<file path="config.mk">
export PLATFORM = sky130hd
export DESIGN_NAME = pwm_generator
export DESIGN_NICKNAME = d
export VERILOG_FILES = /design/src/rtl/pwm_generator.sv
export SDC_FILE = /design/constraint.sdc
export NUM_CORES = 1
export LEC_CHECK = 0
export ABC_AREA = 1
export CORE_ASPECT_RATIO = 0.75
export CORE_MARGIN = 1
export CORE_UTILIZATION = 27
export DETAILED_ROUTE_END_ITERATION = 8
export GPL_ROUTABILITY_DRIVEN = 0
export SLEW_MARGIN = 5
export SYNTH_ARGS = -nofsm -noshare
export SYNTH_HDL_FRONTEND = slang
export SYNTH_SLANG_ARGS = --single-unit
export TNS_END_PERCENT = 10
</file>
<file path="constraint.sdc">
create_clock -name clk -period 2.36 [get_ports clk]
set_clock_uncertainty 0.05 [all_clocks]
set_input_delay 0.354 -clock clk [delete_from_list [all_inputs] [get_ports clk]]
set_output_delay 0.354 -clock clk [all_outputs]
set_load 0.05 [all_outputs]
</file>
<file path="src/rtl/pwm_generator.sv">
// Reloadable period counter with duty comparator; produces a PWM waveform and a
// period tick, with double-buffered settings adopted only at period boundaries.
module pwm_generator #(
    parameter int unsigned W = 8
) (
    input  logic         clk,
    input  logic         rst,
    input  logic         en,
    input  logic [W-1:0] base_in,
    input  logic [W-1:0] duty_in,
    input  logic         upd,
    output logic         pwm,
    output logic         period_tick,
    output logic         upd_ack,
    output logic         busy
);

    localparam logic [W-1:0] CNT_MAX = '1;

    typedef enum logic [1:0] {
        IDLE  = 2'd0,
        RUN   = 2'd1,
        DRAIN = 2'd2
    } state_e;

    state_e       state_q, state_d;
    logic [W-1:0] cnt_q, cnt_d;
    logic [W-1:0] base_act_q, base_act_d;
    logic [W-1:0] duty_act_q, duty_act_d;
    logic [W-1:0] base_pend_q, base_pend_d;
    logic [W-1:0] duty_pend_q, duty_pend_d;
    logic         pend_q, pend_d;
    logic         upd_ack_q, upd_ack_d;

    logic         wrap_c;
    logic         start_c;
    logic [W-1:0] phase_c;

    assign wrap_c  = (cnt_q == CNT_MAX);
    assign start_c = (state_q == IDLE) && en;

    // State and datapath registers
    always_ff @(posedge clk or negedge rst) begin
        if (!rst) begin
            state_q     <= IDLE;
            cnt_q       <= '0;
            base_act_q  <= '0;
            duty_act_q  <= '0;
            base_pend_q <= '0;
            duty_pend_q <= '0;
            pend_q      <= 1'b0;
            upd_ack_q   <= 1'b0;
        end else begin
            state_q     <= state_d;
            cnt_q       <= cnt_d;
            base_act_q  <= base_act_d;
            duty_act_q  <= duty_act_d;
            base_pend_q <= base_pend_d;
            duty_pend_q <= duty_pend_d;
            pend_q      <= pend_d;
            upd_ack_q   <= upd_ack_d;
        end
    end

    // Next-state, counting and settings hand-over
    always_comb begin
        state_d     = state_q;
        cnt_d       = cnt_q;
        base_act_d  = base_act_q;
        duty_act_d  = duty_act_q;
        base_pend_d = base_pend_q;
        duty_pend_d = duty_pend_q;
        pend_d      = pend_q;
        upd_ack_d   = 1'b0;

        unique case (state_q)
            IDLE: begin
                if (en) begin
                    base_act_d = base_in;
                    duty_act_d = duty_in;
                    cnt_d      = base_in;
                    pend_d     = 1'b0;
                    upd_ack_d  = pend_q | upd;
                    state_d    = RUN;
                end
            end
            RUN: begin
                if (!en) begin
                    state_d = DRAIN;
                end
                if (wrap_c) begin
                    if (pend_q) begin
                        base_act_d = base_pend_q;
                        duty_act_d = duty_pend_q;
                        cnt_d      = base_pend_q;
                        pend_d     = 1'b0;
                        upd_ack_d  = 1'b1;
                    end else begin
                        cnt_d = base_act_q;
                    end
                end else begin
                    cnt_d = cnt_q + W'(1);
                end
            end
            DRAIN: begin
                if (en) begin
                    state_d = RUN;
                end
                if (wrap_c) begin
                    // Pending settings stay parked while draining
                    if (en) begin
                        cnt_d = base_act_q;
                    end else begin
                        cnt_d   = '0;
                        state_d = IDLE;
                    end
                end else begin
                    cnt_d = cnt_q + W'(1);
                end
            end
            default: begin
                state_d = IDLE;
                cnt_d   = '0;
            end
        endcase

        // A request coinciding with a wrap is held for the following boundary
        if (upd) begin
            base_pend_d = base_in;
            duty_pend_d = duty_in;
            if (!start_c) begin
                pend_d = 1'b1;
            end
        end
    end

    assign phase_c     = cnt_q - base_act_q;
    assign busy        = (state_q != IDLE);
    assign period_tick = busy & wrap_c;
    assign pwm         = busy & (phase_c < duty_act_q);
    assign upd_ack     = upd_ack_q;

endmodule
</file>
# Word-level counts from Yosys, hierarchy flattened
# Index checks and enable logic that the tools add are counted.
dict set report word_totals {
  latch_bits 0
  wordCells 53
  ram_bits 0
  regBits 44
  rom_bits 0
  inputBits 20
  output_inout_bits 4
  mem_count 0
}
dict set report classes {
  n_mul 0
  n_bitwise 3
  eq_ne 7
  n_lt_le_gt_ge 1
  n_mux 26
  addsub 2
  reduce_logical 6
  shifts 0
  div 0
}
# cell count
set op_table {}
lappend op_table {{$mux 8} 9}
lappend op_table {{$pmux 8 s2} 2}
lappend op_table {{$pmux 8 s3} 1}
lappend op_table {{$add 8x1->8 const B} 1}
lappend op_table {{$eq 8x8->1 const B} 1}
lappend op_table {{$lt 8x8->1} 1}
lappend op_table {{$mux 2} 4}
lappend op_table {{$ne 2x2->1 const B} 4}
lappend op_table {{$sub 8x8->8} 1}
lappend op_table {{$mux 1} 7}
lappend op_table {{$pmux 2 s3} 1}
lappend op_table {{$pmux 1 s2} 2}
lappend op_table {{$reduce_and 4->1} 1}
lappend op_table {{$reduce_bool 2->1} 2}
lappend op_table {{$reduce_and 3->1} 1}
lappend op_table {{$and 1x1->1} 2}
lappend op_table {{$eq 2x1->1 const B} 1}
lappend op_table {{$eq 2x2->1 const B} 1}
lappend op_table {{$logic_not 2->1} 1}
lappend op_table {{$logic_and 1x1->1} 1}
lappend op_table {{$or 1x1->1} 1}

# Depth between registers and ports, before layout
# Gate-level depths: netlist of the first run.
dict set report logic_depth {
  word_depth 5
  ltp_mapped 13
  ltp_nobuf 13
}

# Worst setup path before layout of the first run
# OpenSTA, ideal clock, no wires.
dict set report synth_path {
  path_type {flip-flop to output port}
  startpoint {register cnt_q[0]}
  endpoint {output port pwm}
  arrival_ns 2.579
  path_buffers 0
  setup_slack_ns -0.623
  stages_incl_launch_ff 13
  t_required_ns 1.956
  cell_sequence {dfrtp_1 inv_1 ha_1 inv_1 fa_1 a31oi_1 xor2_1 inv_1 ha_1 a21oi_1 o21a_1 o21ai_0 nor2_1}
}
dict set report synth_via {
  elab_chain_cells 3
}
# item line
set synth_lines {}
lappend synth_lines {{start: declaration} 27} ;# logic [W-1:0] cnt_q, cnt_d;
lappend synth_lines {{start signal: assignment} 55} ;# cnt_q <= cnt_d;
lappend synth_lines {{$sub 8x8->8} 137} ;# assign phase_c = cnt_q - base_act_q;
lappend synth_lines {{$lt 8x8->1} 140} ;# assign pwm = busy & (phase_c < duty_act_q);
lappend synth_lines {{$and 1x1->1} 140}
lappend synth_lines {{end: declaration} 12} ;# output logic pwm,
# Every way passes these cells.

# Final worst setup path of the first run
# Same ends and word-level chain as after synthesis.

==> results of run 1 <==
[layout make-up]
cell class / instances / area, µm² / share of cell area
clock buffer: 5 / 125 / 0.0317
clock inverter: 3 / 26.3 / 0.00667
multi-input combinational: 316 / 1810 / 0.460
timing repair buffer: 64 / 554 / 0.141
inverter: 40 / 150 / 0.0381
sequential: 44 / 1100 / 0.280
tap: 136 / 170 / 0.0432
[routing by layer]
metal / GRT usage / vias to the layer above / share of wire
li1: - / 1440 / -
met5: 0 / - / 0
met3: 0.0195 / 10 / 0.042
met1: 0.212 / 1265 / 0.52
met4: 0.0402 / 0 / 0.012
met2: 0.212 / 79 / 0.42
[stage by stage]
step	cells	total power (W)	util	hold slack (ns)	setup slack, ns
finish	608	0.00360	0.376	0.0223	-0.529
global route	608	0.00389	0.376	0.0767	-0.675
CTS	601	0.00344	0.361	0.0517	-0.551
detailed placement	592	0.00266	0.342	0.361	-0.299
global placement	592	0.00262	0.342	0.365	-0.255
floorplan	415	0.00209	-	0.00841	-0.249
[how the worst max path moves through the flow]
| stage | from | slack (ns) | cells after the start | end |
|---|---|---|---|---|
| final | cnt_q[0] | -0.53 | 12 | pwm |
| after CTS | cnt_q[0] | -0.55 | 12 | pwm |
| after global routing | base_act_q[2] | -0.68 | 13 | pwm |
| after detailed placement | base_act_q[2] | -0.30 | 13 | pwm |
| after floorplan | cnt_q[0] | -0.25 | 12 | pwm |
| after global placement | cnt_q[0] | -0.25 | 12 | pwm |
[worst max-delay path: cells and delay by family, from the launching register on]
| family | cells | cell delay, ns |
|---|---|---|
| fa+ha+maj | 3 | 0.84 |
| flops | 1 | 0.38 |
| xor+xnor | 1 | 0.14 |
| buf+inv | 4 | 0.39 |
| compound gates | 2 | 0.35 |
| simple gates | 2 | 0.11 |
[sequential cells by signal, indices dropped and copies added (netlist names)]
register,cells
base_act_q,8
duty_pend_q,8
upd_ack,1
duty_act_q,8
pend_q,1
base_pend_q,8
cnt_q,8
state_q,2
[power groups by stage]
| stage | sequential (W) | clock (W) | combinational [W] |
|---|---|---|---|
| after detailed placement | 0.000995 | 0 | 0.00167 |
| final | 0.000997 | 0.000723 | 0.00188 |
| after floorplan | 0.000986 | 0 | 0.00110 |
| after global placement | 0.000984 | 0 | 0.00164 |
| after global routing | 0.00102 | 0.000761 | 0.00212 |
| after CTS | 0.000984 | 0.000727 | 0.00173 |
[cells by family after synthesis]
logic type / Yosys count / synth area share
fa+ha+maj: 16 / 0.0697
simple gates: 235 / 0.332
compound gates: 50 / 0.105
mux: 7 / 0.0235
xor+xnor: 8 / 0.0235
buf+inv: 55 / 0.0764
flops: 44 / 0.369
[cell usage after synthesis]
| cell | number |
|---|---|
| xnor2_1 | 3 |
| fa_1 | 1 |
| o21ai_0 | 16 |
| o21ai_1 | 2 |
| inv_2 | 2 |
| inv_1 | 38 |
| nand2_2 | 2 |
| a21boi_0 | 1 |
| buf_4 | 1 |
| nand3b_1 | 2 |
| a21o_1 | 1 |
| a21oi_1 | 12 |
| nand2_4 | 1 |
| o21ai_2 | 8 |
| mux2i_1 | 7 |
| nor2_1 | 18 |
| nand4_1 | 5 |
| dfrtp_1 | 44 |
| buf_2 | 8 |
| nand3_4 | 1 |
| buf_6 | 1 |
| nor2_4 | 2 |
| o21a_1 | 5 |
| a31oi_1 | 4 |
| nand2_1 | 167 |
| o21ai_4 | 1 |
| xor2_1 | 5 |
| nor2_2 | 1 |
| ha_1 | 15 |
| clkbuf_1 | 5 |
| nand3_1 | 36 |
[what timing repair did]
item / in CTS / in global routing
setup endpoints to repair: 1 / 2
pin swaps: 8 / 10
setup buffers: 1 / 7
cloned: 0 / 0
resized for setup: 5 / 22
==> flow_summary.json, run 1 <==
{
  "pwr-share-clk": 0.201,
  "r2r_end": "duty_act_q[1]",
  "syn_area_um2": 2980,
  "fillers": 1090,
  "combPwrFrac": 0.523,
  "cts_tree": "built",
  "p_int_w": 0.00217,
  "cts_buffer_depth": 2,
  "hold_violations": 0,
  "fmax_mhz": 346,
  "timing.rr.start": "cnt_q[1]",
  "final_area_um2": 3940,
  "cp_slowest_stage_delay_ns": 0.38,
  "grt_overflow": 0,
  "worstPathArrival_ns": 2.49,
  "ys_types": 31,
  "required_ns": 1.96,
  "final_common_cell": "nand2_1",
  "layout_min_cycle_time_ns": 2.89,
  "slew_violations": 0,
  "grt_max_degree": 28,
  "crit_chain": "inv_1 > ha_2 > inv_2 > fa_2 > buf_6 > xor2_2 > ha_1 > nand2_1 > o21a_1 > o21ai_2 > nor2_4 > buf_12",
  "die-width_um": 123,
  "track_usage": 0.143,
  "antenna_found_initial": 0,
  "cts-root-buf": "clkbuf_16",
  "h-tree-depth": 2,
  "tns_ns": -0.529,
  "setup_slack_ns": -0.529,
  "yosys_warnings": 0,
  "rsz0062_at_grt": "true",
  "wl_per_cell_um": 12.7,
  "vias_per_cell": 4.60,
  "drive_above_1_share": 0.208,
  "swShare": 0.397,
  "die_y_um": 93.0,
  "drv_cap": 0,
  "final.period_utilization": 1.22,
  "path_max_fanout": 3,
  "clk_pin_slew_ns": 0.07,
  "reg2regPathDepth": 10,
  "syn_area_per_cell_um2": 7.18,
  "synth_seq_cells": 44,
  "r2r_slack_ns": 0.36,
  "coreArea_um2": 10500,
  "io_buffers": 23,
  "outcome": "complete, but fails checks",
  "clk_latency_ns": 0.29,
  "fin_nets": 507,
  "diodes": 0,
  "synth_area_leaders": "dfrtp_1 (37%), nand2_1 (21%), ha_1 (6.3%), nand3_1 (6.0%), inv_1 (4.8%)",
  "start_kind": "flip-flop",
  "cts_buffers": 5,
  "cts_num_sinks": 44,
  "drtIter0Drc": 192,
  "ys_seq_area_frac": 0.369,
  "hold_class": "input pin to asynchronous set/reset pin",
  "end_kind": "output pin",
  "synth_top_area_cell": "dfrtp_1",
  "powerDensity_nw_per_um2": 915,
  "p_switching_w": 0.00143,
  "drc_errors": 0,
  "dr.pass1.iters": 5,
  "failed_checks": "setup timing",
  "num_rows": 32,
  "hpwl_mm": 6.00,
  "slew_headroom": 0.587,
  "peakVddDrop_uv": 381,
  "start_util": 0.284,
  "grt_first_pass_wirelength_mm": 12.9,
  "mostFrequentLayoutCells": "nand2_1 (164), dfrtp_1 (43), buf_4 (41), nand3_1 (36), inv_1 (33)",
  "areaGrowthSynthToFinish_pct": 32.2,
  "setup_viol": 1,
  "yosysTopAreaCellShare": 0.369,
  "postCtsHoldBufs": 0,
  "die-area_um2": 11500,
  "worstMarginPinSlew_ns": 0.619,
  "pwr-share-seq": 0.277,
  "critical_path_class": "flip-flop to output pin",
  "p_leak_nw": 1.94,
  "cp_slowest_cell": "dfrtp_1",
  "vias": 2794,
  "num_io_pins": 24,
  "syn_nets": 451,
  "placed_area_um2": 3590,
  "syn_inst": 415,
  "wl_mm": 7.70,
  "drtAntennaViolNets": 0,
  "grt_pass1_vias": 2637
}
Power figures use the tool's default switching activity.
==> run 2: changes to the inputs <==
--- a/config.mk
+++ b/config.mk
@@ -5,7 +5,6 @@
 export SDC_FILE = /design/constraint.sdc
 export NUM_CORES = 1
 export LEC_CHECK = 0
-export ABC_AREA = 1
 export CORE_ASPECT_RATIO = 0.75
 export CORE_MARGIN = 1
 export CORE_UTILIZATION = 27
==> flow_summary.json, run 2 <==
{
  "async_reset_ff_frac": 1.00,
  "crit_buf_inv": 4,
  "drive_above_1_share": 0.237,
  "die-area_um2": 10400,
  "fillers": 1008,
  "vias": 2284,
  "drc_errors": 0,
  "cts_num_sinks": 44,
  "grt_first_pass_wirelength_mm": 11.4,
  "track_usage": 0.138,
  "diodes": 0,
  "clk_pin_slew_ns": 0.06,
  "die_y_um": 88.6,
  "path_delay_family": "compound AO/OA/AOI/OAI gates",
  "fmax_mhz": 299,
  "placed_area_um2": 3300,
  "cp_slowest_stage_delay_ns": 0.38,
  "outcome": "complete, but fails checks",
  "synth_top_family_by_area": "compound AO/OA/AOI/OAI gates",
  "reg2regPathDepth": 8,
  "antenna_found_initial": 0,
  "synth_fa_ha_area_frac": 0.0769,
  "syn_inst": 277,
  "p_leak_nw": 1.54,
  "worstMarginPinSlew_ns": 0.560,
  "ys_seq_area_frac": 0.407,
  "final.period_utilization": 1.42,
  "grt_max_degree": 24,
  "slew_violations": 0,
  "dp_cells": 447,
  "r2r_end": "cnt_q[0]",
  "dr.pass1.iters": 4,
  "yosys_warnings": 0,
  "required_ns": 1.96,
  "hold_class": "input pin to asynchronous set/reset pin",
  "total_power_w": 0.00314,
  "slew_headroom": 0.626,
  "synth-edff-count": 0,
  "clk_latency_ns": 0.28,
  "peakVddDrop_uv": 416,
  "grt_pass1_vias": 2283,
  "drv_cap": 0,
  "start_util": 0.279,
  "worstPathArrival_ns": 2.94,
  "coreArea_um2": 9700,
  "setup_slack_ns": -0.985,
  "drtAntennaViolNets": 0,
  "hpwl_mm": 5.11,
  "die-width_um": 118,
  "cp_slowest_cell": "dfrtp_1",
  "synth_compound_area_frac": 0.215,
  "synth_xor_area_frac": 0.0324,
  "failed_checks": "setup timing",
  "cts_buffers": 5,
  "grt_overflow": 0,
  "end_kind": "output pin",
  "drtIter0Drc": 114,
  "layout_min_cycle_time_ns": 3.35,
  "synth_top_area_cell": "dfrtp_1",
  "cts-root-buf": "clkbuf_16",
  "cts_buffer_depth": 2,
  "timing.rr.start": "cnt_q[0]",
  "num_io_pins": 24,
  "yosys.area_share.simple": 0.118,
  "mostFrequentLayoutCells": "dfrtp_1 (44), buf_4 (30), nand2_1 (26), nor2_1 (24), clkdlybuf4s50_1 (19)",
  "ys_types": 44,
  "wl_mm": 6.73,
  "synth_seq_cells": 44,
  "synth.area.mux_share": 0.100,
  "final_area_um2": 3470,
  "postCtsHoldBufs": 0,
  "fin_cells": 457,
  "wl_per_cell_um": 14.7,
  "fin_nets": 361,
  "path_max_fanout": 2,
  "syn_area_um2": 2700,
  "vias_per_cell": 5.00,
  "num_rows": 31,
  "final_common_cell": "dfrtp_1",
  "r2r_slack_ns": 0.22,
  "io_buffers": 23,
  "yosysMostFrequentCell": "dfrtp_1",
  "setup_viol": 2,
  "cts_tree": "built",
  "synth_ff_type": "dfrtp_1",
  "syn_nets": 313,
  "syn_area_per_cell_um2": 9.76,
  "synth_area_leaders": "dfrtp_1 (41%), mux2_2 (7.1%), ha_1 (6.9%), nand2_1 (3.6%), nor2_1 (3.3%)",
  "crit_chain": "inv_2 > ha_4 > inv_2 > fa_2 > a21o_1 > a21oi_2 > buf_4 > o21bai_1 > a21oi_1 > xnor2_1 > ha_1 > a21o_1 > a211oi_4 > buf_12",
  "powerDensity_nw_per_um2": 904,
  "rsz0062_at_grt": "true",
  "start_kind": "flip-flop",
  "areaGrowthSynthToFinish_pct": 28.5,
  "critical_path_class": "flip-flop to output pin",
  "yosysTopAreaCellShare": 0.407,
  "h-tree-depth": 2,
  "hold_violations": 0,
  "synth_commonest_cells": "dfrtp_1 (44), nand2_1 (26), nor2_1 (24), inv_1 (18), mux2_2 (17)"
}
run 2: changes by cell type in the layout (fill, tap and decap cells not counted), moves of 11 or more:
cell,previous run,this run
buf_4,41,30
mux2_2,0,17
inv_1,33,16
nand2_1,164,26
o22ai_1,0,14
nand3_1,36,5
run 2: metal layers:
layer	track usage	share of wire
met1	0.193	0.49
met2	0.223	0.45
met3	0.0290	0.053
met4	0.0280	0.0045
met5	0	0
run 2: area by class of cell:
class	instances	area, µm²	share of cell area
Clock buffer	6	129	0.0371
Multi-Input combinational cell	201	1500	0.432
Inverter	19	71.3	0.0205
Timing Repair Buffer	54	500	0.144
Sequential cell	44	1100	0.317
Clock inverter	1	5.00	0.00144
Tap cell	132	165	0.0476
run 2: worst register-to-register path, cell delays in order, from the launching register on:
cell and delay [ns]:
dfrtp_1 0.35, buf_4 0.11, buf_4 0.12, ha_1 0.24, nand4_2 0.17, or2_2 0.36
o21a_1 0.21, a221oi_1 0.27, o22ai_1 0.14
run 2: what timing repair did:
item | 4_1_cts | 5_1_grt
buffers inserted | 3 | 0
resized for setup | 5 | 1
endpoints found under the setup margin | 2 | 2
pin swaps | 10 | 6
run 2: cell families after synthesis:
family          after synthesis
simple gates                 70
buf+inv                      32
fa+ha+maj                    16
xor+xnor                     10
compound gates               80
mux                          25
flops                        44
run 2: where the power goes:
part	switching [W]	internal [W]	leakage, nW
Combinational	0.000730	0.000768	0.944
Sequential	0.0000986	0.000883	0.526
Clock	0.000273	0.000385	0.0667
run 2: per-stage QoR:
step / util / TNS (ns) / hold WS [ns] / setup WS, ns
detailed placement: 0.340 / -0.796 / 0.331 / -0.796
CTS: 0.358 / -1.19 / 0.0335 / -1.10
finish: 0.358 / -1.05 / 0.00926 / -0.985
floorplan: - / -0.792 / 0.00841 / -0.792
global route: 0.358 / -1.29 / 0.0576 / -1.13
global placement: 0.340 / -0.722 / 0.327 / -0.722
run 2: worst max path at each step:
stage / from / endpoint / depth (start not counted)
4_1_cts: cnt_q[0] / pwm / 14
2_1_floorplan: cnt_q[0] / pwm / 13
3_5_place_dp: cnt_q[0] / pwm / 14
6_report: cnt_q[0] / pwm / 14
5_1_grt: cnt_q[0] / pwm / 14
3_3_place_gp: cnt_q[0] / pwm / 14
==> run 3: changes to the inputs <==
--- a/config.mk
+++ b/config.mk
@@ -7,7 +7,7 @@
 export LEC_CHECK = 0
 export CORE_ASPECT_RATIO = 0.75
 export CORE_MARGIN = 1
-export CORE_UTILIZATION = 27
+export CORE_UTILIZATION = 40
 export DETAILED_ROUTE_END_ITERATION = 8
 export GPL_ROUTABILITY_DRIVEN = 0
 export SLEW_MARGIN = 5
==> flow_summary.json, run 3 (synthesis results as in run 2) <==
{
  "die-area_um2": 7090,
  "hold_violations": 0,
  "slew_headroom": 0.670,
  "r2r_end": "cnt_q[2]",
  "drtIter0Drc": 147,
  "drv_cap": 0,
  "layout_min_cycle_time_ns": 3.51,
  "peakVddDrop_uv": 307,
  "cts_buffers": 5,
  "worstPathArrival_ns": 3.11,
  "grt_overflow": 0,
  "path_max_fanout": 2,
  "grt_pass1_vias": 2179,
  "io_buffers": 23,
  "crit_chain": "inv_2 > ha_4 > inv_2 > fa_2 > a21o_1 > a21oi_2 > xnor2_1 > ha_1 > a21o_1 > a21oi_2 > o21ai_1 > a21o_1 > a211oi_4 > buf_12",
  "cts_buffer_depth": 2,
  "start_kind": "flip-flop",
  "timing.rr.start": "cnt_q[1]",
  "fillers": 594,
  "h-tree-depth": 2,
  "dp_worst_setup_slack_ns": -0.774,
  "num_io_pins": 24,
  "num_rows": 25,
  "fmax_mhz": 285,
  "antenna_found_initial": 0,
  "dr.pass1.iters": 4,
  "rsz0062_at_grt": "true",
  "cp_slowest_cell": "dfrtp_1",
  "diodes": 0,
  "clk_pin_slew_ns": 0.09,
  "wl_per_cell_um": 15.8,
  "final.period_utilization": 1.49,
  "cp-endpoint": "pwm",
  "startpoint": "cnt_q[0]",
  "setup_slack_ns": -1.15,
  "cts_num_sinks": 44,
  "outcome": "complete, but fails checks",
  "areaGrowthSynthToFinish_pct": 24.5,
  "required_ns": 1.96,
  "hpwl_mm": 4.69,
  "die-width_um": 96.9,
  "cts_tree": "built",
  "track_usage": 0.199,
  "worstMarginPinSlew_ns": 0.493,
  "cp_slowest_stage_delay_ns": 0.39,
  "vias_per_cell": 5.37,
  "clk_latency_ns": 0.30,
  "mostFrequentLayoutCells": "dfrtp_1 (44), buf_4 (33), nand2_1 (26), nor2_1 (24), clkdlybuf4s50_1 (19)",
  "die_y_um": 73.2,
  "wl_mm": 6.44,
  "fin_nets": 364,
  "grt_first_pass_wirelength_mm": 11.0,
  "hold_class": "input pin to asynchronous set/reset pin",
  "final_common_cell": "dfrtp_1",
  "drc_errors": 0,
  "drive_above_1_share": 0.241,
  "reg2regPathDepth": 7,
  "end_kind": "output pin",
  "cts-root-buf": "clkbuf_8",
  "crit_top_cell": "a21o_1",
  "setup_viol": 2,
  "r2r_slack_ns": 0.19,
  "start_util": 0.421,
  "p_leak_nw": 1.52,
  "fin_util": 0.525,
  "coreArea_um2": 6410,
  "powerDensity_nw_per_um2": 871,
  "critical_path_class": "flip-flop to output pin",
  "grt_max_degree": 29,
  "vias": 2197,
  "drtAntennaViolNets": 0,
  "failed_checks": "setup timing",
  "slew_violations": 0
}
-- run 3: cell count changes in the layout (fill, tap and decap cells not counted) --
cell	delta
buf_12	-1
clkbuf_16	-5
buf_4	+3
dlygate4sd3_1	+1
clkbuf_8	+5
-- run 3: layout make-up --
type | count | area, µm² | area share
sequential | 44 | 1100 | 0.327
clock inverter | 1 | 5.00 | 0.00149
clock buffer | 6 | 72.6 | 0.0216
multi-input combinational | 201 | 1500 | 0.446
timing repair buffer | 57 | 513 | 0.152
tap | 81 | 101 | 0.0301
inverter | 19 | 71.3 | 0.0212
-- run 3: worst min path at each step --
stage	slack (ns)	endpoint	start
6_report	0.45	duty_pend_q[1]	rst
4_1_cts	0.47	duty_pend_q[0]	rst
5_1_grt	0.49	duty_pend_q[1]	duty_pend_q[1]
3_3_place_gp	0.25	duty_pend_q[0]	rst
2_1_floorplan	0.008	base_act_q[0]	rst
3_5_place_dp	0.26	duty_pend_q[0]	rst
-- run 3: power by group --
part	switching (W)	leakage, nW	internal [W]
Sequential	0.0000952	0.526	0.000881
Clock	0.000269	0.0410	0.000202
Combinational	0.000733	0.952	0.000749
Total	0.00110	1.52	0.00183
-- run 3: timing repair --
item	4_1_cts	5_1_grt
setup buffers	0	1
resized for setup	2	4
setup endpoints to repair	2	2
pin swaps	0	10
hold endpoints to repair	16	0
hold buffers	1	0
-- run 3: critical path: cells and delay by family, from the launching register on --
family	cells	cell delay, ns
AO/OA/AOI/OAI	7	1.21
adder cells (fa/ha/maj)	3	0.76
flip-flops	1	0.39
buffers and inverters	3	0.29
XOR/XNOR	1	0.16
-- run 3: through the flow --
step	cells	instance area, µm²	setup TNS, ns	hold WS (ns)	total power (W)
final	409	3360	-1.18	0.454	0.00293
after global routing	409	3360	-1.42	0.488	0.00316
after CTS	408	3340	-1.16	0.467	0.00292
after global placement	400	3250	-0.709	0.254	0.00239
after detailed placement	400	3250	-0.774	0.259	0.00243
after floorplan	277	2720	-0.792	0.00841	0.00191
-- run 3: routing by layer --
metal | up-vias | GRT usage | wire [µm]
met1 | 1040 | 0.299 | 3330
met5 | - | 0 | 0
met3 | 9 | 0.0364 | 366
met4 | 0 | 0.0498 | 74
met2 | 46 | 0.295 | 2670
li1 | 1102 | - | -
